<file path="config.mk">
export PLATFORM = sky130hd
export DESIGN_NAME = game_state_controller
export DESIGN_NICKNAME = d
export VERILOG_FILES = /design/src/rtl/game_state_controller.sv
export SDC_FILE = /design/constraint.sdc
export NUM_CORES = 1
export LEC_CHECK = 0
export CAP_MARGIN = 20
export CORE_UTILIZATION = 65
export DETAILED_ROUTE_END_ITERATION = 8
export DONT_BUFFER_PORTS = 1
export MAX_ROUTING_LAYER = met4
export PLACE_DENSITY = 0.87
export SLEW_MARGIN = 20
export SYNTH_ARGS = -nofsm -noshare
export SYNTH_HDL_FRONTEND = slang
export SYNTH_SLANG_ARGS = --single-unit
</file>
<file path="constraint.sdc">
create_clock -name clock -period 5.3 [get_ports clock]
set_input_delay 0.53 -clock clock [delete_from_list [all_inputs] [get_ports clock]]
set_output_delay 0.53 -clock clock [all_outputs]
set_load 0.1 [all_outputs]
</file>
<file path="src/rtl/game_state_controller.sv">
// Game-flow FSM (IDLE/PLAY/CRASH/OVER): button commands, score/level, LFSR and play_rst pulse.
// Optional best-score register enabled by defining HISCORE_EN; otherwise hiscore is tied to zero.
module game_state_controller #(
  parameter int         LEVEL_UP_FRAMES = 1800,
  parameter int         CRASH_FRAMES    = 120,
  parameter logic [7:0] LFSR_SEED       = 8'hA5
) (
  input  logic        clock,
  input  logic        rst,
  input  logic        btn_left,
  input  logic        btn_right,
  input  logic        btn_start,
  input  logic [9:0]  Pixel_row,
  input  logic [9:0]  Pixel_column,
  input  logic        collison_detect,
  output logic [7:0]  game_info_reg,
  output logic [7:0]  randomized_value,
  output logic [15:0] score,
  output logic [15:0] hiscore,
  output logic        play_rst
);

  typedef enum logic [1:0] {IDLE, PLAY, CRASH, OVER} state_t;

  localparam logic [15:0] LVL_LAST   = 16'(LEVEL_UP_FRAMES - 1);
  localparam logic [15:0] CRASH_LAST = 16'(CRASH_FRAMES - 1);

  state_t      state, state_nx;
  logic        match, match_d, frame_tick;
  logic        btn_left_d, btn_right_d, btn_start_d;
  logic        rise_left, rise_right, rise_start;
  logic [1:0]  move, move_nx;
  logic [1:0]  icon, icon_nx;
  logic        level, level_nx;
  logic        done, done_nx;
  logic [15:0] score_q, score_nx;
  logic [15:0] frame_cnt, frame_cnt_nx;
  logic        play_rst_nx;
  logic [16:0] score_sum;
  logic [15:0] score_sat;
  logic [7:0]  lfsr;

  assign match = (Pixel_row == 10'd0) && (Pixel_column == 10'd0);

  // Rise pulses are registered so a press acts one clock after the _d stage sees it
  always_ff @(posedge clock or posedge rst) begin
    if (rst) begin
      match_d     <= 1'b0;
      frame_tick  <= 1'b0;
      btn_left_d  <= 1'b0;
      btn_right_d <= 1'b0;
      btn_start_d <= 1'b0;
      rise_left   <= 1'b0;
      rise_right  <= 1'b0;
      rise_start  <= 1'b0;
    end else begin
      match_d     <= match;
      frame_tick  <= match & ~match_d;
      btn_left_d  <= btn_left;
      btn_right_d <= btn_right;
      btn_start_d <= btn_start;
      rise_left   <= btn_left & ~btn_left_d;
      rise_right  <= btn_right & ~btn_right_d;
      rise_start  <= btn_start & ~btn_start_d;
    end
  end

  assign score_sum = {1'b0, score_q} + (level ? 17'd2 : 17'd1);
  assign score_sat = score_sum[16] ? 16'hFFFF : score_sum[15:0];

  always_comb begin
    state_nx     = state;
    move_nx      = 2'b00;
    icon_nx      = icon;
    level_nx     = level;
    done_nx      = done;
    score_nx     = score_q;
    frame_cnt_nx = frame_cnt;
    play_rst_nx  = 1'b0;
    unique case (state)
      IDLE: begin
        if (rise_left && !rise_right)
          icon_nx = icon - 2'd1;
        else if (rise_right && !rise_left)
          icon_nx = icon + 2'd1;
        if (rise_start) begin
          state_nx     = PLAY;
          score_nx     = 16'd0;
          level_nx     = 1'b0;
          frame_cnt_nx = 16'd0;
        end
      end
      PLAY: begin
        // Collision pre-empts any score or level update arriving on the same tick
        if (collison_detect) begin
          state_nx     = CRASH;
          frame_cnt_nx = 16'd0;
        end else begin
          move_nx = (btn_left && btn_right) ? 2'b00 : {btn_left, btn_right};
          if (frame_tick) begin
            score_nx = score_sat;
            if (frame_cnt == LVL_LAST)
              level_nx = 1'b1;
            else
              frame_cnt_nx = frame_cnt + 16'd1;
          end
        end
      end
      CRASH: begin
        if (frame_tick) begin
          if (frame_cnt == CRASH_LAST) begin
            state_nx = OVER;
            done_nx  = 1'b1;
          end else begin
            frame_cnt_nx = frame_cnt + 16'd1;
          end
        end
      end
      OVER: begin
        if (rise_start) begin
          state_nx    = IDLE;
          play_rst_nx = 1'b1;
          done_nx     = 1'b0;
          level_nx    = 1'b0;
        end
      end
      default: state_nx = IDLE;
    endcase
  end

  always_ff @(posedge clock or posedge rst) begin
    if (rst) begin
      state     <= IDLE;
      move      <= 2'b00;
      icon      <= 2'b00;
      level     <= 1'b0;
      done      <= 1'b0;
      score_q   <= 16'd0;
      frame_cnt <= 16'd0;
      play_rst  <= 1'b0;
      lfsr      <= LFSR_SEED;
    end else begin
      state     <= state_nx;
      move      <= move_nx;
      icon      <= icon_nx;
      level     <= level_nx;
      done      <= done_nx;
      score_q   <= score_nx;
      frame_cnt <= frame_cnt_nx;
      play_rst  <= play_rst_nx;
      lfsr      <= (lfsr == 8'd0) ? LFSR_SEED
                                  : {lfsr[6:0], lfsr[7] ^ lfsr[5] ^ lfsr[4] ^ lfsr[3]};
    end
  end

  assign game_info_reg    = {done, icon, level, 2'b00, move};
  assign randomized_value = lfsr;
  assign score            = score_q;

`ifdef HISCORE_EN
  logic [15:0] hiscore_q;
  logic        hs_update;

  assign hs_update = (state == CRASH) && (state_nx == OVER);

  always_ff @(posedge clock or posedge rst) begin
    if (rst)
      hiscore_q <= 16'd0;
    else if (hs_update && (score_q > hiscore_q))
      hiscore_q <= score_q;
  end

  assign hiscore = hiscore_q;
`else
  assign hiscore = 16'h0000;
`endif

endmodule

</file>
# ---- After elaboration in Yosys (flattened, before gate mapping)
# Index checks and enable logic that the tools add are counted.
dict set report word_totals {
  ff_bits 57
  input_bits 26
  out_inout_bits 49
}
dict set report op_classes {
  add_sub_neg 4
  n_eq_ne 17
  muxes 34
  n_bitwise 11
  reduce_logical 22
}
# operator count
set op_table {}
lappend op_table {{16-bit 2-to-1 mux} 9}
lappend op_table {{16-bit case mux with 3 select lines} 1}
lappend op_table {{16-bit case mux with 2 select lines} 1}
lappend op_table {{2-bit 2-to-1 mux} 11}
lappend op_table {{10-bit zero test} 2}
lappend op_table {{2-bit inequality test, second input constant} 9}
lappend op_table {{16-bit by 2-bit adder with 17-bit output} 1}
lappend op_table {{16-bit by 1-bit adder with 16-bit output, second input constant} 1}
lappend op_table {{16-bit by 11-bit == test with 1-bit output, second input constant} 1}
lappend op_table {{16-bit by 7-bit == test with 1-bit output, second input constant} 1}
lappend op_table {{5-bit AND reduction} 2}
lappend op_table {{8-bit zero test} 1}
lappend op_table {{1-bit 2-to-1 mux} 8}
lappend op_table {{8-bit 2-to-1 mux} 1}
lappend op_table {{2-bit case mux with 4 select lines} 1}
lappend op_table {{4-bit AND reduction} 2}
lappend op_table {{2-bit nonzero test} 4}
lappend op_table {{3-bit inequality test, second input constant} 2}
lappend op_table {{6-bit AND reduction} 1}
lappend op_table {{1-bit bitwise AND} 4}
lappend op_table {{2-bit == test, second input constant} 2}
lappend op_table {{1-bit logical AND} 4}
lappend op_table {{1-bit inverter} 4}
lappend op_table {{1-bit case mux with 2 select lines} 2}
lappend op_table {{other kinds (10)} 13}

# ---- Logic depth before layout (Yosys ltp)
# Gate-level depths: netlist (run 1).
dict set report logic_depth {
  depth_word 6
  mapped_depth 10
}

# ---- Worst setup path after synthesis (run 1)
# Ideal clock, no wire load.
dict set report synth_path {
  path_type {register -> register}
  start {reg score_q[0] (netlist: score[0])}
  end {reg score_q[4] (netlist: score[4])}
  setup_ns 0.083
  t_arrival_ns 3.065
  required_ns 5.217
  path_slack_ns 2.152
  path_stages_with_launch 10
  n_path_buf 1
  period_less_slack_ns 3.148
  path_cell_list {dfrtp_1 > ha_1 > inv_1 > fa_1 > nand3b_1 > nor4_1 > nand4_1 > clkbuf_1 > o21a_1 > o21ai_0}
}
dict set report synth_between {
  elab_chain_len 5
}
# element line_no
set synth_rtl {}
lappend synth_rtl {{start: declaration} 36} ;# logic [15:0] score_q, score_nx;
lappend synth_rtl {{start signal: assignment} 148} ;# score_q <= score_nx;
lappend synth_rtl {{16-bit by 2-bit adder with 17-bit output} 68} ;# assign score_sum = {1'b0, score_q} + (level ? 17'd2 : 17'd1);
lappend synth_rtl {{16-bit 2-to-1 mux} 69} ;# assign score_sat = score_sum[16] ? 16'hFFFF : score_sum[15:0];
lappend synth_rtl {{16-bit 2-to-1 mux} 100} ;# if (frame_tick) begin
lappend synth_rtl {{16-bit 2-to-1 mux} 95} ;# if (collison_detect) begin
lappend synth_rtl {{16-bit case mux with 2 select lines} 80} ;# unique case (state)
# No other way between the ends. The select of a mux whose other input is x is not followed.
# A chain may end at the register's enable or synchronous reset.

# ---- Worst setup path after layout (run 1)
dict set report layout_path {
  start {reg level}
  end {reg score_q[7] (netlist: score[7])}
}
dict set report layout_between {
  elab_chain_len 6
}
# element line_no
set layout_rtl {}
lappend layout_rtl {{start: declaration} 34} ;# logic level, level_nx;
lappend layout_rtl {{start signal: assignment} 146} ;# level <= level_nx;
lappend layout_rtl {{2-bit 2-to-1 mux} 68}
lappend layout_rtl {{16-bit by 2-bit adder with 17-bit output} 68}
lappend layout_rtl {{16-bit 2-to-1 mux} 69}
lappend layout_rtl {{16-bit 2-to-1 mux} 100}
lappend layout_rtl {{16-bit 2-to-1 mux} 95}
lappend layout_rtl {{16-bit case mux with 2 select lines} 80}
# No other way between the ends. The select of a mux whose other input is x is not followed.

==> results of run 1 <==
placed cells by master, fill, tap and decap left out, drive strengths merged, types with 10 or more instances in the layout:
master,count
nand3,22
dfrtp,53
nor2,20
a21oi,10
conb,18
o21ai,34
o31ai,20
nand2,18
inv,14
routing by layer:
metal | GRT usage, % | wire length (um) | vias to the layer above
met5 | - | 0 | -
met4 | 12.0 | 70 | 0
met3 | 4.28 | 382 | 12
met2 | 43.4 | 3280 | 119
met1 | 33.1 | 2780 | 1233
li1 | - | - | 1177
kinds of logic after synthesis:
logic type               Yosys count  synth area share, %
multiplexers                       3                0.987
AND/OR/NAND/NOR                  110                 17.2
other                              1                0.114
adder cells (fa/ha/maj)           10                 4.03
buffers and inverters             51                 8.85
AO/OA/AOI/OAI                    100                 23.8
XOR/XNOR                           6                 1.60
flip-flops                        57                 43.4
layout make-up:
cell class / count / area [um2]
multi-input combinational: 247 / 1640
clock buffer: 9 / 124
tap: 67 / 83.8
inverter: 14 / 52.6
fill: 331 / 1380
sequential: 57 / 1430
clock inverter: 7 / 47.5
timing repair buffer: 4 / 30.0
flip-flops by register name, indices dropped and copies added (netlist names):
| name | cells |
|---|---|
| rise_right | 1 |
| btn_right_d | 1 |
| level | 1 |
| done | 1 |
| btn_start_d | 1 |
| rise_start | 1 |
| rise_left | 1 |
| frame_cnt | 16 |
| score | 16 |
| move | 2 |
| state | 2 |
| icon | 2 |
| btn_left_d | 1 |
| randomized_value | 8 |
| play_rst | 1 |
| frame_tick | 1 |
| match_d | 1 |
worst max-delay path: cells and delay by family (launching register included):
family          cells  cell delay (ns)
compound gates      2             0.49
simple gates        3             1.41
flops               1             0.77
fa+ha+maj           2             0.62
buf+inv             2             0.32
worst max path at each step:
stage,from,end,cells past startpoint
3_5_place_dp,level,score[7],9
4_1_cts,level,score[7],9
6_report,level,score[7],9
5_1_grt,level,score[0],9
3_3_place_gp,level,score[0],9
2_1_floorplan,score[0],score[4],9
power by group through the flow:
stage	Sequential [mW]	Clock (mW)	Combinational, mW
after floorplan	0.567	0	0.406
after global placement	0.595	0	0.403
after detailed placement	0.598	0	0.420
after CTS	0.589	0.356	0.422
after global routing	0.595	0.375	0.465
final	0.589	0.349	0.425
metrics by stage:
| step | util, % | hold slack (ns) | total power [mW] |
|---|---|---|---|
| floorplan | - | 0.378 | 0.973 |
| global placement | 67.6 | 0.380 | 0.999 |
| detailed placement | 67.6 | 0.387 | 1.02 |
| CTS | 71.1 | 0.212 | 1.37 |
| global route | 71.1 | 0.206 | 1.44 |
| finish | 71.1 | 0.220 | 1.36 |
==> flow_metrics.env, run 1 <==
export IMPL_path_cells="inv_1 -> ha_1 -> inv_1 -> fa_1 -> nand3b_1 -> nor4_1 -> nand4_1 -> a21boi_0 -> o21ai_0"
export IMPL_grt_overflow_total=0
export IMPL_cts_repair_resized=0
export IMPL_clock_skew_ns=0.0116
export IMPL_synth_common_cells="53 x dfrtp_1, 26 x o21ai_0, 22 x nand3_1, 20 x buf_4, 20 x nor2_1"
export IMPL_async_flop_share_pct=100
export IMPL_synth_most_common_cell="dfrtp_1"
export IMPL_period_needed_ns=3.70
export IMPL_hold_violations=0
export IMPL_clockBufferDepth=2
export IMPL_antenna_found_initial=0
export IMPL_synthTopCellsByArea="dfrtp_1 40%, buf_4 4.6%, o21ai_0 3.9%"
export IMPL_synth_edf_count=0
export IMPL_drive_above_1_share_pct=11.8
export IMPL_dieArea_um2=5360
export IMPL_grt_util_all_layers_pct=26.8
export IMPL_grt_pass1_wl_mm=10.6
export IMPL_ys_seq_elements=57
export IMPL_start_util_pct=68.8
export IMPL_port_buffers=0
export IMPL_routabilityCongestion=0.852
export IMPL_place_area_um2=3230
export IMPL_wirelength_mm=6.51
export IMPL_switching_share_pct=44.2
export IMPL_cts_tree="yes"
export IMPL_pin_count=75
export IMPL_reg2reg_depth=9
export IMPL_routedWlPerCell_um=16.1
export IMPL_rrSetupSlack_ns=1.60
export IMPL_power_density_nw_per_um2=400
export IMPL_die_x_um=73.2
export IMPL_vias=2541
export IMPL_cts_sinks=57
export IMPL_cap_violations=0
export IMPL_final_cell_area_um2=3400
export IMPL_hold_buffers=0
export IMPL_hold_path_depth=0
export IMPL_grt_max_degree=58
export IMPL_cp_required_ns=5.55
export IMPL_coreArea_um2=4790
export IMPL_final_cells=405
export IMPL_first_global_vias=2391
export IMPL_htree_levels=3
export IMPL_yosysSeqAreaShare_pct=43.4
export IMPL_relSlewSlack_pct=27.2
export IMPL_seqPwrFrac_pct=43.2
export IMPL_min_to="btn_right_d"
export IMPL_row_count=25
export IMPL_drc_errors=0
export IMPL_reg2reg_to="score[7]"
export IMPL_cp_data_arrival_time_ns=3.95
export IMPL_clk_latency_ns=0.34
export IMPL_cp_end_kind="flip-flop"
export IMPL_synth_area_leader_cell="dfrtp_1"
export IMPL_n_antenna_cell=0
export IMPL_fin_crit_sh_pct=69.8
export IMPL_cts_buffers=9
export IMPL_max_stage_delay_ns=0.77
export IMPL_dp_hpwl_mm=4.46
export IMPL_cp_start_kind="flip-flop"
export IMPL_vias_per_cell=6.27
export IMPL_min_path_type="in2reg"
export IMPL_rsz0062_at_grt="no"
export IMPL_fmax_ghz=0.270
export IMPL_synthFlopType="dfrtp_1"
export IMPL_clk_pin_slew_ns=0.07
export IMPL_intPower_mw=0.760
export IMPL_cts_root_buf="clkbuf_8"
export IMPL_r2r_start="level"
export IMPL_die_h_um=73.2
export IMPL_netlist_area_um2=3290
export IMPL_drt_iter0_drc=149
export IMPL_synth_cell_types=52
export IMPL_cp_max_fo=14
export IMPL_finalSetupViolations=0
export IMPL_pwr_share_comb_pct=31.2
export IMPL_synth_top_area_share_pct=40.3
export IMPL_finalNetCount=369
export IMPL_synthCells=338
export IMPL_clockPowerShare_pct=25.6
export IMPL_p_switching_mw=0.603
export IMPL_max_vdd_ir_drop_v=0.000241
export IMPL_area_growth_pct=3.34
export IMPL_critical_path_class="reg2reg"
export IMPL_dpl_cell_count=389
export IMPL_ant_nets=0
export IMPL_tns_ns=0
export IMPL_slowest_stage="dfrtp_1"
export IMPL_hp_start="btn_right"
export IMPL_cts_setup_buffers=0
export IMPL_avgSynthCellArea_um2=9.75
export IMPL_tightestPinTransition_ns=1.09
export IMPL_dpl_worst_slack_ns=1.71
export IMPL_dr_pass1_iters=5
export IMPL_outcome="completed"
export IMPL_path_common_cell="inv_1"
export IMPL_setup_ws_ns=1.60
export IMPL_yosys_warnings=0
export IMPL_drv_slew=0
export IMPL_p_leak_nw=1.44
Note: power is estimated with default switching activity, not from simulation.
==> inputs of run 2 (changes only) <==
--- a/config.mk
+++ b/config.mk
@@ -6,11 +6,11 @@
 export NUM_CORES = 1
 export LEC_CHECK = 0
 export CAP_MARGIN = 20
-export CORE_UTILIZATION = 65
+export CORE_UTILIZATION = 57
 export DETAILED_ROUTE_END_ITERATION = 8
 export DONT_BUFFER_PORTS = 1
 export MAX_ROUTING_LAYER = met4
-export PLACE_DENSITY = 0.87
+export PLACE_DENSITY = 0.81
 export SLEW_MARGIN = 20
 export SYNTH_ARGS = -nofsm -noshare
 export SYNTH_HDL_FRONTEND = slang
==> constraint.sdc (replaced) <==
create_clock -name clock -period 3.05 [get_ports clock]
set_input_delay 0.305 -clock clock [delete_from_list [all_inputs] [get_ports clock]]
set_output_delay 0.305 -clock clock [all_outputs]
set_load 0.1 [all_outputs]
==> run 2 against run 1 <==
- register-to-register slack got worse by 1.1 ns
- die area increased by 14%
- final cell count increased by 7.9%
- setup slack got worse by 1.1 ns
- sequential share of layout area decreased by 2.6 points
- largest power group unchanged
- global-route usage decreased by 1.5 points
- critical endpoint unchanged
- maximum frequency increased by 43%
- clock skew decreased by 0.0017 ns
- power increased by 81%
- critical path depth increased by 2
- final area increased by 6.7%
- non-clock buffer count increased by 27
- highest routed layer unchanged
==> flow_metrics.env, run 2 (synthesis gave the netlist of run 1 again) <==
export IMPL_die_h_um=78.0
export IMPL_clock_skew_ns=0.00985
export IMPL_start_util_pct=59.5
export IMPL_tightestPinTransition_ns=0.999
export IMPL_first_global_vias=2586
export IMPL_antenna_found_initial=0
export IMPL_cp_max_fo=12
export IMPL_rsz0062_at_grt="no"
export IMPL_cts_repair_resized=0
export IMPL_ant_nets=0
export IMPL_dieArea_um2=6090
export IMPL_max_vdd_ir_drop_v=0.000818
export IMPL_cts_sinks=57
export IMPL_layout_commonest_cell="dfrtp_1"
export IMPL_cp_end_kind="flip-flop"
export IMPL_min_path_type="in2async"
export IMPL_tns_ns=0
export IMPL_drv_slew=0
export IMPL_routedWlPerCell_um=15.7
export IMPL_grt_pass1_wl_mm=11.8
export IMPL_cp_start_kind="flip-flop"
export IMPL_wirelength_mm=6.88
export IMPL_cts_root_buf="clkbuf_8"
export IMPL_power_density_nw_per_um2=677
export IMPL_critical_path_class="reg2reg"
export IMPL_cts_tree="yes"
export IMPL_finalNetCount=396
export IMPL_pin_count=75
export IMPL_clk_pin_slew_ns=0.07
export IMPL_final_cells=437
export IMPL_dpl_worst_slack_ns=0.486
export IMPL_period_needed_ns=2.59
export IMPL_htree_levels=3
export IMPL_p_leak_nw=1.59
export IMPL_dp_hpwl_mm=4.85
export IMPL_n_antenna_cell=0
export IMPL_cts_setup_buffers=0
export IMPL_port_buffers=0
export IMPL_die_x_um=78.0
export IMPL_cp_data_arrival_time_ns=2.83
export IMPL_cp_required_ns=3.29
export IMPL_area_growth_pct=10.3
export IMPL_final_cell_mix="51 x dfrtp_1, 28 x buf_4, 26 x o21ai_0"
export IMPL_relSlewSlack_pct=33.4
export IMPL_vias=2612
export IMPL_dpl_cell_count=418
export IMPL_grt_max_degree=44
export IMPL_drt_iter0_drc=257
export IMPL_hold_buffers=3
export IMPL_rrSetupSlack_ns=0.46
export IMPL_outcome="completed"
export IMPL_routabilityCongestion=0.827
export IMPL_grt_util_all_layers_pct=25.4
export IMPL_finalSetupViolations=0
export IMPL_clockBufferDepth=2
export IMPL_cap_violations=0
export IMPL_fin_crit_sh_pct=84.9
export IMPL_setup_ws_ns=0.461
export IMPL_drc_errors=0
export IMPL_hold_violations=0
export IMPL_coreArea_um2=5540
export IMPL_row_count=27
export IMPL_fmax_ghz=0.386
export IMPL_dr_pass1_iters=5
export IMPL_drive_above_1_share_pct=18.1
export IMPL_vias_per_cell=5.98
export IMPL_cts_buffers=9
export IMPL_grt_overflow_total=0
export IMPL_clk_latency_ns=0.33
[run 2: cell types whose count changed in the layout (fill, tap and decap cells not counted)]
cell / previous run / this run
buf_4: 4 / 28
clkbuf_8: 9 / 11
clkinv_2: 2 / 3
clkinvlp_4: 5 / 2
dfrtp_1: 53 / 51
dfrtp_2: 0 / 2
dlygate4sd3_1: 0 / 3
[run 2: path summary, 6_finish.rpt]
kind                               start             endpoint  cells past startpoint
worst max-delay path               level             score[7]                     11
worst min-delay path                 rst  randomized_value[6]                      1
worst max register to register     level             score[7]                     11
worst min register to register   match_d           frame_tick                      1
max in group asynchronous            rst              icon[0]                      2
min in group clock              btn_left              move[0]                      1
[run 2: critical path: stages, from the launching register on]
cell	delay (ns)
dfrtp_1	0.37
inv_1	0.10
ha_1	0.18
inv_1	0.06
fa_1	0.41
nand3b_1	0.23
nor4_1	0.29
buf_4	0.18
nand4_1	0.14
buf_4	0.23
a21boi_0	0.12
o21ai_0	0.18
[run 2: per-layer routing]
layer / share of wire [%] / vias to the layer above / track usage, %
li1: - / 1236 / -
met1: 43 / 1264 / 31.6
met2: 50 / 98 / 40.6
met3: 5.8 / 14 / 5.00
met4: 1.6 / 0 / 10.6
met5: 0 / - / -
[run 2: final cells by class]
type / count / area (um2)
Timing Repair Buffer: 31 / 240
Sequential cell: 57 / 1430
Tap cell: 72 / 90.1
Multi-Input combinational cell: 247 / 1640
Clock inverter: 5 / 30.0
Clock buffer: 11 / 151
Fill cell: 439 / 1910
Inverter: 14 / 52.6
[run 2: report_power, final]
part           switching [mW]  internal, mW
Combinational           0.625         0.274
Sequential              0.120         0.806
Clock                   0.301         0.334
Total                    1.05          1.41
[run 2: metrics by stage]
stage	cell area [um2]	util (%)	hold slack [ns]	power [mW]
after floorplan	3360	-	0.336	1.69
after global placement	3420	61.8	0.337	1.79
after detailed placement	3420	61.8	0.337	1.82
after CTS	3630	65.6	0.0324	2.47
after global routing	3630	65.6	0.0245	2.59
final	3630	65.6	0.0374	2.46
==> edit (flow settings as in run 2) <==
Add a define of `HISCORE_EN`.
--- a/src/rtl/game_state_controller.sv
+++ b/src/rtl/game_state_controller.sv
@@ -1,5 +1,7 @@
 // Game-flow FSM (IDLE/PLAY/CRASH/OVER): button commands, score/level, LFSR and play_rst pulse.
 // Optional best-score register enabled by defining HISCORE_EN; otherwise hiscore is tied to zero.
+`define HISCORE_EN
+
 module game_state_controller #(
   parameter int         LEVEL_UP_FRAMES = 1800,
   parameter int         CRASH_FRAMES    = 120,
Formal check against the unedited RTL: same outputs for any inputs over 10 cycles, from zero or initial values and one cycle with rst high; that may be too few to reach the edited logic, so the function may still have changed.
==> edit against run 2 <==
- die area grew 22%
- area after synthesis grew 23%
- cell area grew 27%
- sequential cell count grew 16
- setup slack lost 0.13 ns
- routed wire length grew 31%
Power is not compared: it rests on default switching activity, and its combinational part moved more than twofold at a synthesized area within 25%.
==> edit: results (changes against run 2) <==
stage,metric,value,unit,change
outcome,outcome,"finished, final reports clean",,
sta,Slew headroom,34.9,%,+1.5 points
placed_design,Placer Congestion,0.871,,+5.2%
critical_path,Worst Path Arrival,2.96,ns,+0.13 ns
placed_design,port bufs,0,,unchanged
hold_path,Worst Hold Class,primary input to flip-flop,,
yosys,"top cells by area, synth","dfrtp_1 (43%), ha_1 (8.0%), nand2_1 (3.8%)",,
clock_tree,clock latency on the worst-skew pair,0.36,ns,+0.03 ns
detailed_routing,Starting DRT DRC Count,249,,-3.1%
yosys,most frequent cells after synthesis,"dfrtp_1 (69), nand2_1 (41), inv_1 (34), o21ai_1 (30), nor2_1 (27)",,
critical_path,Worst path slowest cell,dfrtp_1,,
yosys,post-synth cell types,55,,+5.8%
global_route,Total Routing Usage GR,27.1,%,+1.8 points
global_route,largest net degree at the start of global routing,45,,+2.3%
clock_tree,CTS resizes,0,,unchanged
finish,layout cells sized above 1,16.8,%,-1.3 points
clock_tree,CTS Buf Count,9,,unchanged
finish,n_diodes,0,,unchanged
critical_path,slowest cell delay on critical path,0.46,ns,+0.05 ns
placed_design,dpl hpwl,6.45,mm,+33%
detailed_routing,Vias,3331,,+28%
finish,layout net count,519,,+31%
detailed_routing,final WL,9.01,mm,+31%
sta,skew final,0.0139,ns,+0.00404 ns
global_route,first-pass GRT wire length,15.1,mm,+29%
critical_path,largest fanout on the critical path,16,,+4
yosys,"Seq/Total Area, Yosys",45.3,%,+1.8 points
critical_path,r2r setup slk,0.33,ns,-0.13 ns
## edit: logic make-up (layout without fill, tap and decap cells)
logic type / after synthesis / after routing / share of synthesized area, %
xor+xnor: 6 / 6 / 1.30
mux: 16 / 16 / 4.64
simple gates: 159 / 159 / 20.2
other cells: 1 / 2 / 0.0926
fa+ha+maj: 27 / 27 / 8.53
compound gates: 93 / 93 / 13.9
flops: 73 / 73 / 45.3
buf+inv: 57 / 95 / 6.15
## edit: layer usage
metal,global-route usage (%),wire (µm),vias to the layer above,part of all wire [%]
li1,-,-,1578,-
met1,33.8,3920,1606,43
met2,41.1,4200,129,47
met3,6.76,656,18,7.3
met4,13.8,238,0,2.6
met5,-,0,-,0
## edit: critical path, delay by kind of cell (launching register included)
family | cells | cell delay (ns)
simple gates | 3 | 0.68
buf+inv | 2 | 0.48
flops | 1 | 0.46
mux | 1 | 0.38
compound gates | 2 | 0.31
fa+ha+maj | 1 | 0.30
## edit: per-stage QoR
step	cell area [µm²]	hold slack, ns	worst slack, ns	std cells
CTS	4610	0.0106	0.375	567
finish	4610	0.0169	0.331	567
global route	4610	0.00303	0.196	567
floorplan	4050	0.336	0.000715	433
global placement	4360	0.337	0.489	548
detailed placement	4360	0.337	0.400	548
## edit: area by class of cell
cell class	instances	area (µm²)
fillers	545	2220
multi-input cells	303	1970
flip-flops and latches	73	1830
repair buffers	44	338
clock buffers	12	165
inverters	35	131
well taps	96	120
clock inverters	4	50.0
## edit: worst paths after layout
check                                       to   startpoint  cells after the start
setup / recovery                   hiscore[11]     state[0]                      9
hold / removal                         move[0]     btn_left                      1
setup reg to reg                   hiscore[11]     state[0]                      9
hold reg to reg                     rise_start  btn_start_d                      1
max in group asynchronous           hiscore[3]          rst                      2
min in group asynchronous  randomized_value[3]          rst                      1
## edit: power by group through the flow
stage	Combinational (mW)	Clock [mW]	Sequential, mW
6_report	0.0410	0.811	0.974
5_1_grt	0.0471	0.864	0.974
4_1_cts	0.0427	0.819	0.974
3_5_place_dp	0.0394	0	0.992
3_3_place_gp	0.0387	0	0.992
2_1_floorplan	0.0329	0	0.992
## edit: what timing repair did
action,in CTS,in global routing
setup endpoints to repair,0,0
hold endpoints to repair,3,0
hold buffers,3,0
